$ cat src/rtl/div_double_pkg.sv
// Shared field widths, IEEE-754 double constants, FSM states and flag indices
// for the sequential double-precision divider.
package div_double_pkg;

    localparam int unsigned EXP_W  = 11;
    localparam int unsigned MANT_W = 52;
    localparam int unsigned FRAC_W = MANT_W + 1;
    localparam int unsigned QUOT_W = MANT_W + 2;
    localparam int unsigned REM_W  = MANT_W + 3;
    localparam int unsigned SEXP_W = 13;

    localparam int unsigned DBL_EXP_BIAS     = 1023;
    localparam logic [63:0] DBL_QNAN         = 64'h7FF8000000000000;
    localparam logic [EXP_W-1:0] DBL_EXP_MAX = 11'h7FF;

    typedef enum logic [1:0] {
        IDLE,
        DIV,
        NORM
    } state_t;

    localparam int unsigned FLAG_W         = 5;
    localparam int unsigned FLAG_INVALID   = 4;
    localparam int unsigned FLAG_DIVZERO   = 3;
    localparam int unsigned FLAG_OVERFLOW  = 2;
    localparam int unsigned FLAG_UNDERFLOW = 1;
    localparam int unsigned FLAG_INEXACT   = 0;

endpackage

$ cat src/rtl/div_double_seq_mant_div_iter.sv
// Restoring mantissa divider: Q = floor(fa * 2^53 / fb), resolving
// BITS_PER_CYCLE quotient bits per step.
module mant_div_iter
    import div_double_pkg::*;
#(
    parameter int unsigned BITS_PER_CYCLE = 1
) (
    input  logic              clk,
    input  logic              rst_n,
    input  logic              load,
    input  logic              step,
    input  logic [FRAC_W-1:0] dividend,
    input  logic [FRAC_W-1:0] divisor,
    output logic [QUOT_W-1:0] quot,
    output logic              rem_nz_c
);

    logic [REM_W-1:0]  rem_q;
    logic [FRAC_W-1:0] dsr_q;
    logic [REM_W-1:0]  rem_nxt;
    logic [QUOT_W-1:0] quot_nxt;

    // Compare/subtract/shift chain; remainder stays below 2*divisor
    always_comb begin
        rem_nxt  = rem_q;
        quot_nxt = quot;
        for (int unsigned i = 0; i < BITS_PER_CYCLE; i++) begin
            if (rem_nxt >= {2'b00, dsr_q}) begin
                rem_nxt  = rem_nxt - {2'b00, dsr_q};
                quot_nxt = {quot_nxt[QUOT_W-2:0], 1'b1};
            end else begin
                quot_nxt = {quot_nxt[QUOT_W-2:0], 1'b0};
            end
            rem_nxt = {rem_nxt[REM_W-2:0], 1'b0};
        end
    end

    always_ff @(posedge clk) begin
        if (!rst_n) begin
            rem_q <= '0;
            dsr_q <= '0;
            quot  <= '0;
        end else if (load) begin
            rem_q <= {2'b00, dividend};
            dsr_q <= divisor;
            quot  <= '0;
        end else if (step) begin
            rem_q <= rem_nxt;
            quot  <= quot_nxt;
        end
    end

    assign rem_nz_c = |rem_q;

endmodule

$ cat src/rtl/div_double_seq.sv
// Iterative IEEE-754 double divider (FTZ, truncating) with start/done handshake.
// Define DIV_DOUBLE_FLAGS_EN to add the flags[4:0] exception output.
module div_double_seq
    import div_double_pkg::*;
#(
    parameter int unsigned BITS_PER_CYCLE = 1
) (
    input  logic        clk,
    input  logic        rst_n,
    input  logic        start,
    input  logic [63:0] a,
    input  logic [63:0] b,
    output logic        busy,
    output logic        done,
    output logic [63:0] result
`ifdef DIV_DOUBLE_FLAGS_EN
    ,
    output logic [FLAG_W-1:0] flags
`endif
);

    localparam int unsigned ITERS = QUOT_W / BITS_PER_CYCLE;
    localparam int unsigned CNT_W = 6;

    state_t             state;
    logic [CNT_W-1:0]   cnt;
    logic               sign_q;
    logic               spec_q;
    logic [63:0]        spec_res_q;
    logic [EXP_W-1:0]   exp_a_q;
    logic [EXP_W-1:0]   exp_b_q;

    logic [EXP_W-1:0]   ea, eb;
    logic [MANT_W-1:0]  ma, mb;
    logic               a_zero, b_zero, a_inf, b_inf, a_nan, b_nan, sign_c;
    logic               spec_c;
    logic [63:0]        spec_res_c;

    logic [QUOT_W-1:0]  quot;
    logic               rem_nz_c;
    logic               load_c;

    logic signed [SEXP_W-1:0] exp_a_s, exp_b_s, bias_c, exp_c;
    logic [MANT_W-1:0]  mant_c;
    logic [63:0]        pack_res_c;

`ifdef DIV_DOUBLE_FLAGS_EN
    logic [FLAG_W-1:0]  spec_flags_c, spec_flags_q, pack_flags_c;
`else
    logic               unused_rem_nz;
    assign unused_rem_nz = rem_nz_c;
`endif

    assign ea     = a[62:52];
    assign eb     = b[62:52];
    assign ma     = a[51:0];
    assign mb     = b[51:0];
    assign sign_c = a[63] ^ b[63];
    // Exponent zero covers subnormals, which are flushed to zero
    assign a_zero = (ea == '0);
    assign b_zero = (eb == '0);
    assign a_inf  = (ea == DBL_EXP_MAX) && (ma == '0);
    assign b_inf  = (eb == DBL_EXP_MAX) && (mb == '0);
    assign a_nan  = (ea == DBL_EXP_MAX) && (ma != '0);
    assign b_nan  = (eb == DBL_EXP_MAX) && (mb != '0);

    // Special-case classification in priority order
    always_comb begin
        spec_c     = 1'b1;
        spec_res_c = DBL_QNAN;
`ifdef DIV_DOUBLE_FLAGS_EN
        spec_flags_c = '0;
`endif
        if (a_nan || b_nan || (a_zero && b_zero) || (a_inf && b_inf)) begin
            spec_res_c = DBL_QNAN;
`ifdef DIV_DOUBLE_FLAGS_EN
            spec_flags_c[FLAG_INVALID] = 1'b1;
`endif
        end else if (a_inf || b_zero) begin
            spec_res_c = {sign_c, DBL_EXP_MAX, MANT_W'(0)};
`ifdef DIV_DOUBLE_FLAGS_EN
            spec_flags_c[FLAG_DIVZERO] = b_zero && !a_inf;
`endif
        end else if (a_zero || b_inf) begin
            spec_res_c = {sign_c, 63'd0};
        end else begin
            spec_c = 1'b0;
        end
    end

    assign load_c = (state == IDLE) && start && !spec_c;

    mant_div_iter #(
        .BITS_PER_CYCLE(BITS_PER_CYCLE)
    ) u_mant_div (
        .clk      (clk),
        .rst_n    (rst_n),
        .load     (load_c),
        .step     (state == DIV),
        .dividend ({1'b1, ma}),
        .divisor  ({1'b1, mb}),
        .quot     (quot),
        .rem_nz_c (rem_nz_c)
    );

    assign exp_a_s = {2'b00, exp_a_q};
    assign exp_b_s = {2'b00, exp_b_q};
    assign bias_c  = quot[QUOT_W-1] ? SEXP_W'(DBL_EXP_BIAS) : SEXP_W'(DBL_EXP_BIAS - 1);

    // Normalise the quotient and pack with range clamping
    always_comb begin
        mant_c     = quot[QUOT_W-1] ? quot[QUOT_W-2:1] : quot[MANT_W-1:0];
        exp_c      = exp_a_s - exp_b_s + bias_c;
        pack_res_c = {sign_q, exp_c[EXP_W-1:0], mant_c};
`ifdef DIV_DOUBLE_FLAGS_EN
        pack_flags_c = '0;
        pack_flags_c[FLAG_INEXACT] = rem_nz_c || (quot[QUOT_W-1] && quot[0]);
`endif
        if (exp_c >= 13'sd2047) begin
            pack_res_c = {sign_q, DBL_EXP_MAX, MANT_W'(0)};
`ifdef DIV_DOUBLE_FLAGS_EN
            pack_flags_c[FLAG_OVERFLOW] = 1'b1;
            pack_flags_c[FLAG_INEXACT]  = 1'b1;
`endif
        end else if (exp_c <= 13'sd0) begin
            pack_res_c = {sign_q, 63'd0};
`ifdef DIV_DOUBLE_FLAGS_EN
            pack_flags_c[FLAG_UNDERFLOW] = 1'b1;
            pack_flags_c[FLAG_INEXACT]   = 1'b1;
`endif
        end
    end

    always_ff @(posedge clk) begin
        if (!rst_n) begin
            state      <= IDLE;
            busy       <= 1'b0;
            done       <= 1'b0;
            result     <= '0;
            cnt        <= '0;
            sign_q     <= 1'b0;
            spec_q     <= 1'b0;
            spec_res_q <= '0;
            exp_a_q    <= '0;
            exp_b_q    <= '0;
`ifdef DIV_DOUBLE_FLAGS_EN
            spec_flags_q <= '0;
            flags        <= '0;
`endif
        end else begin
            done <= 1'b0;
            case (state)
                IDLE: begin
                    if (start) begin
                        busy       <= 1'b1;
                        sign_q     <= sign_c;
                        spec_q     <= spec_c;
                        spec_res_q <= spec_res_c;
                        exp_a_q    <= ea;
                        exp_b_q    <= eb;
`ifdef DIV_DOUBLE_FLAGS_EN
                        spec_flags_q <= spec_flags_c;
`endif
                        state      <= spec_c ? NORM : DIV;
                    end
                end
                DIV: begin
                    if (cnt == CNT_W'(ITERS - 1)) begin
                        cnt   <= '0;
                        state <= NORM;
                    end else begin
                        cnt <= cnt + CNT_W'(1);
                    end
                end
                NORM: begin
                    busy   <= 1'b0;
                    done   <= 1'b1;
                    result <= spec_q ? spec_res_q : pack_res_c;
`ifdef DIV_DOUBLE_FLAGS_EN
                    flags  <= spec_q ? spec_flags_q : pack_flags_c;
`endif
                    state  <= IDLE;
                end
                default: state <= IDLE;
            endcase
        end
    end

endmodule

$ cat config.mk
export PLATFORM = sky130hd
export DESIGN_NAME = div_double_seq
export DESIGN_NICKNAME = d
export VERILOG_FILES = /design/src/rtl/div_double_pkg.sv /design/src/rtl/div_double_seq_mant_div_iter.sv /design/src/rtl/div_double_seq.sv
export SDC_FILE = /design/constraint.sdc
export NUM_CORES = 1
export LEC_CHECK = 0
export CAP_MARGIN = 20
export CORE_MARGIN = 2
export CORE_UTILIZATION = 61
export DETAILED_ROUTE_END_ITERATION = 10
export PLACE_DENSITY = 0.95
export SLEW_MARGIN = 20
export SYNTH_ARGS = -nofsm -noshare
export SYNTH_HDL_FRONTEND = slang
export SYNTH_SLANG_ARGS = --single-unit
$ cat constraint.sdc
create_clock -name clk -period 10.8 [get_ports clk]
set_input_delay 2.16 -clock clk [delete_from_list [all_inputs] [get_ports clk]]
set_output_delay 2.16 -clock clk [all_outputs]
set_load 0.02 [all_outputs]
* Yosys cells after proc, flatten, opt, wreduce, memory -nomap -nowiden
Cells that the tools add are included.
Operators by class: order comparisons 3, equality and inequality tests 7, divide/modulo/power cells 0, bitwise operators 2, $add $sub $neg 4, $mul 0, muxes and demuxes 23, shift operators 0, reductions and logical operators 27
Operators by type and width (count):
- 64-bit two-way mux | 4
- 63-bit two-way mux | 2
- 53-bit two-way mux | 2
- 52-bit logical NOT | 2
- 52-bit nonzero test | 2
- 55-bit by 53-bit >= comparator with 1-bit output | 1
- 54-bit two-way mux | 1
- 54-bit by 53-bit subtractor with 54-bit output | 1
- 52-bit two-way mux | 1
- 11-bit == test, second input constant | 2
- 11-bit logical NOT | 2
- 12-bit by 11-bit adder with 13-bit output | 1
- 13-bit by 12-bit >= comparator with 1-bit output, second input constant | 1
- 13-bit by 1-bit less-or-equal comparator with 1-bit output, second input constant | 1
- 11-bit by 11-bit subtractor with 12-bit output | 1
- 1-bit logical AND | 8
- 1-bit two-way mux | 7
- 6-bit by 1-bit adder with 6-bit output, second input constant | 1
- 6-bit == test, second input constant | 1
- 2-bit two-way mux | 3
- 6-bit two-way mux | 1
- 2-bit AND reduction | 3
- 1-bit logical OR | 5
- 2-bit != test, second input constant | 2
- other kinds (10) | 11
Storage, ports and cells: logic and storage cells 80, memories 0, memory bits (read-only) 0, output and inout port bits 66, RAM bits 0, bits in latches 0, register bits after elaboration 324

* Logic depth before layout (Yosys ltp)
word-level depth 9, gate-level depth with buffers 16, depth with buffers taken out 14

* By module
A second synthesis with hierarchy kept.
Unflattened totals: cell total of the unflattened synthesis 1952, area, all modules 16186.8 sq um
By module, submodules not included:
- mant_div_iter | instances 1, area an instance 10508.8 sq um, cells each 1280
- div_double_seq | instances 1, area an instance 5677.9 sq um, cells each 672

* Worst setup path after synthesis
Ideal clock, no wire load.
kind in2reg, from input port b[55], to register u_mant_div.rem_q[47], cell stages on the path 10, slack 6760 ps, data required time 10734 ps, arrival 3974 ps, path through nand4_1 or3_1 and4_1 and2_1 clkbuf_1 nor2_1 a22o_1 nor3_1 mux2_2 nor2_1
Between the ends: cells in the longest elaborated chain, start to end 9, elaborated cells on any way between the ends 18, those cells by class eq/ne: 1; mux: 4; reduce/logical: 13
RTL lines:
- start, declared | line div_double_seq.sv:12 | input logic [63:0] b,
- 11-bit == test | line div_double_seq.sv:63, div_double_seq.sv:65
- 1-bit logical AND (on tied branches) | line div_double_seq.sv:63, div_double_seq.sv:65
- 1-bit logical OR (on tied branches) | line div_double_seq.sv:84, div_double_seq.sv:74
- 1-bit two-way mux or 1-bit logical OR (tied branches) | line div_double_seq.sv:84, div_double_seq.sv:74
- 1-bit two-way mux or 1-bit logical OR (tied branches) | line div_double_seq.sv:79, div_double_seq.sv:74
- 1-bit two-way mux (*) | line div_double_seq.sv:74 | if (a_nan || b_nan || (a_zero && b_zero) || (a_inf && b_inf)) begin
- 1-bit logical NOT (*) | line div_double_seq.sv:91 | assign load_c = (state == IDLE) && start && !spec_c;
- 1-bit logical AND (*) | line div_double_seq.sv:91
- 53-bit two-way mux or 2-bit nonzero test (tied branches)
- end signal, assigned | line div_double_seq_mant_div_iter.sv:44 | rem_q <= {2'b00, dividend};
- end signal, assigned | line div_double_seq_mant_div_iter.sv:48 | rem_q <= rem_nxt;
- end, declared | line div_double_seq_mant_div_iter.sv:18 | logic [REM_W-1:0] rem_q;
Mark *: on every way between the ends. The rest lies on a longest branch, timed or not. A chain may end at the register's enable or synchronous reset.

* Worst setup path in the final report
from input port b[61], to register u_mant_div.rem_q[53]
Between the ends: cells in the longest elaborated chain, start to end 9, elaborated cells on any way between the ends 17, those cells by class eq/ne: 1; mux: 3; reduce/logical: 13
RTL lines (line):
- 11-bit == test | div_double_seq.sv:63, div_double_seq.sv:65
- 1-bit logical AND (on tied branches) | div_double_seq.sv:63, div_double_seq.sv:65
- 1-bit logical OR (on tied branches) | div_double_seq.sv:84, div_double_seq.sv:74
- 1-bit two-way mux or 1-bit logical OR (tied branches) | div_double_seq.sv:84, div_double_seq.sv:74
- 1-bit two-way mux or 1-bit logical OR (tied branches) | div_double_seq.sv:79, div_double_seq.sv:74
- 1-bit two-way mux (*) | div_double_seq.sv:74
- 1-bit logical NOT (*) | div_double_seq.sv:91
- 1-bit logical AND (*) | div_double_seq.sv:91
- 2-bit OR reduction (no line) (*)
Marked as above.

==> results.toml <==
[setup_path]
cp-start-kind = "input pin"
cp_common_cell = "nand2_2"
cp_slowest_cell = "nand2_2"
critPathMaxStageDelay_ns = 0.77
rr_worst_depth = 13
path_max_fanout = 61
path_cells = "clkdlybuf4s50_1 > nand4_1 > or3_1 > and4_1 > nand2_2 > buf_4 > nand2_2 > o22a_1 > o21ai_0"
critPathArrivalTime_ns = 5.85
worstSetupPathType = "in -> reg"
cp.required_ns = 11.27
regToRegStartpoint = "exp_a_q[0]"
end_kind = "flop"
r2r_setup_slack_ns = 6.29
worstReg2RegEnd = "result[24]"

[sta]
setup_tns_ns = 0
finalClockSkew_ns = 0.0173
tightest_slew_ns = 1.09
relSlewSlack_pct = 27.1
finalSetupViolCount = 0
drv_slew = 0
timing.fmax_mhz = 186
hold_ws_ns = 0.453
setup_ws_ns = 5.42
grt_setup_unrepaired = "no"
period_share_pct = 49.8
hold_viol = 0
period_minus_slack_ns = 5.38

[run]
drv_cap = 0

[global_route]
grt_overflow_total = 0
antenna_found_initial = 0
grt_max_degree = 111
grt_pass1_vias = 15504
grt_first_pass_wirelength_mm = 77.1
grt.total_usage_pct = 34.9

[route]
drc = 0
first_iter_violations = 2067
viasPerCell = 6.56
route.vias.total = 16417
ant_nets = 0
first_pass_iters = 6
drt-total-wl_mm = 48.6
wl_per_cell_um = 19.4

[cts]
cts_max_level = 1
cts_hold_buf = 0
cts_post_setup_buffers_inserted = 0
cts_resized = 0
clock_latency_ns = 0.56
cts_sinks = 263
cts-root-buf = "clkbuf_16"
cts_buffers = 29
clkTransAtPathRegs_ns = 0.06
cts_tree = "done"
clockBufferDepth = 3

[yosys]
yosys.area.top_type_share_pct = 33.6
synth_top_cell_by_area = "dfxtp_1"
ys_types = 79
async_flop_share_pct = 0
synth_nets = 2254
ys.flop_type = "dfxtp_1"
syn_area_um2 = 15700
synth_top_cells_by_area = "dfxtp_1, nand2_1, a21oi_1, ha_1, mux2_2"
synth-edff-count = 0
ys_ff_latch = 263
ys_seq_area_share_pct = 33.6
avgSynthCellArea_um2 = 7.63
yosysWarnings = 0
syn_inst = 2053

[power_and_ir_drop]
p_clk_share_pct = 29.0
p_total_mw = 3.55
static-leakage-power_nw = 6.89
vdd_drop_max_mv = 0.157
p_int_mw = 2.20
power.switching_mw = 1.36
combPwrFrac_pct = 40.5
swShare_pct = 38.2
seq_power_share_pct = 30.5
power_density_nw_per_um2 = 191

[placement]
dp_hpwl_mm = 33.6
dp_slack_ns = 4.76
place_congestion = 0.980
port_buffers = 196

[worst_hold_path]
hp-start = "u_mant_div.dsr_q[45]"
holdPathStages = 2
hold_path_class = "reg -> reg"
whs_endpoint = "u_mant_div.dsr_q[45]"

[final_layout]
drive_above_1_share_pct = 6.86
n_antenna_cell = 0
area_delta_synth_final_pct = 18.9
fin_nets = 2350

[die]
core.rowCount = 58
ioPinCount = 197
core_um2 = 25200
die_y_um = 164
fp.dieW_um = 164
die_area_um2 = 27000
start_util_pct = 62.2

[outcome]
status = "completed"
## flip-flops by register name, summed over array words and instances, names as in the netlist
name              count
result               64
u_mant_div.rem_q     55
u_mant_div.quot      54
u_mant_div.dsr_q     53
exp_a_q              11
exp_b_q              11
cnt                   6
spec_res_q            3
state                 2
busy                  1
done                  1
sign_q                1
spec_q                1
## logic make-up (layout without fill, tap and decap cells)
logic type,after synthesis,in the layout,share of synthesized area (%)
muxes,56,56,4.00
and+or+nand+nor,731,731,20.9
xor gates and xnor gates,60,60,3.36
adders and majority gates,70,70,5.69
buffers and inverters,234,352,6.00
AOI/OAI and AO/OA,639,639,26.5
DFF,263,263,33.6
## layer usage
layer / track usage, % / vias up / share of wire [%]
met2: 57.8 / 912 / 46
met3: 4.72 / 171 / 8.6
met5: 0 / - / 0
li1: - / 7613 / -
met4: 13.6 / 0 / 4.1
met1: 46.1 / 7721 / 41
## stage by stage
stage	cell area (um2)	cells	util (%)
5_1_grt	18600	2501	73.9
4_1_cts	18600	2500	73.7
3_3_place_gp	17600	2447	69.8
3_5_place_dp	17600	2447	69.8
6_report	18600	2501	73.9
2_1_floorplan	15700	2053	-
## cell usage after synthesis (all sizes together) (16+ instances only)
cell type	n
a21o	48
a21oi	233
a222oi	16
a22oi	70
a31oi	86
and3	21
buf	24
clkbuf	118
dfxtp	263
ha	68
inv	91
mux2	53
nand2	442
nand3	50
nand4	28
nor2	67
nor3	28
nor4	43
o21ai	58
xnor2	32
xor2	28
## power groups by stage
stage,clock [mW],combinational (mW),sequential [mW]
final,1.03,1.44,1.08
after CTS,1.03,1.39,1.08
after global routing,1.07,1.58,1.09
after detailed placement,0,1.38,1.10
after floorplan,0,1.06,1.09
after global placement,0,1.36,1.10
## area by class of cell
cell class / count / area (um2)
tap: 330 / 413
inverter: 92 / 348
clock buffer: 39 / 843
fill: 1870 / 6570
clock inverter: 14 / 158
sequential: 263 / 5270
multi-input combinational: 1556 / 9520
timing repair buffer: 207 / 2070
## worst max-delay path: cells and delay by family
family | cells | cell delay [ns]
compound gates | 2 | 0.51
buf+inv | 2 | 1.16
simple gates | 5 | 1.99
## cells in the final DEF, fill, tap and decap left out, types with 55 or more instances in the layout
| cell type | count |
|---|---|
| ha_1 | 68 |
| nand2_1 | 440 |
| dfxtp_1 | 262 |
| nor2_1 | 64 |
| a21oi_1 | 230 |
| clkdlybuf4s50_1 | 196 |
| inv_1 | 91 |
| o21ai_0 | 55 |
| a31oi_1 | 84 |
| a22oi_1 | 70 |
## worst max path at each step
| stage | slack, ns | from | depth (start not counted) | endpoint |
|---|---|---|---|---|
| floorplan | 6.76 | b[55] | 10 | u_mant_div.rem_q[47] |
| global placement | 4.83 | start | 8 | u_mant_div.rem_q[53] |
| detailed placement | 4.76 | start | 8 | u_mant_div.rem_q[53] |
| CTS | 5.30 | start | 8 | u_mant_div.rem_q[53] |
| global route | 5.19 | b[61] | 9 | u_mant_div.rem_q[53] |
| finish | 5.42 | b[61] | 9 | u_mant_div.rem_q[53] |
Power figures use the tool's default switching activity.
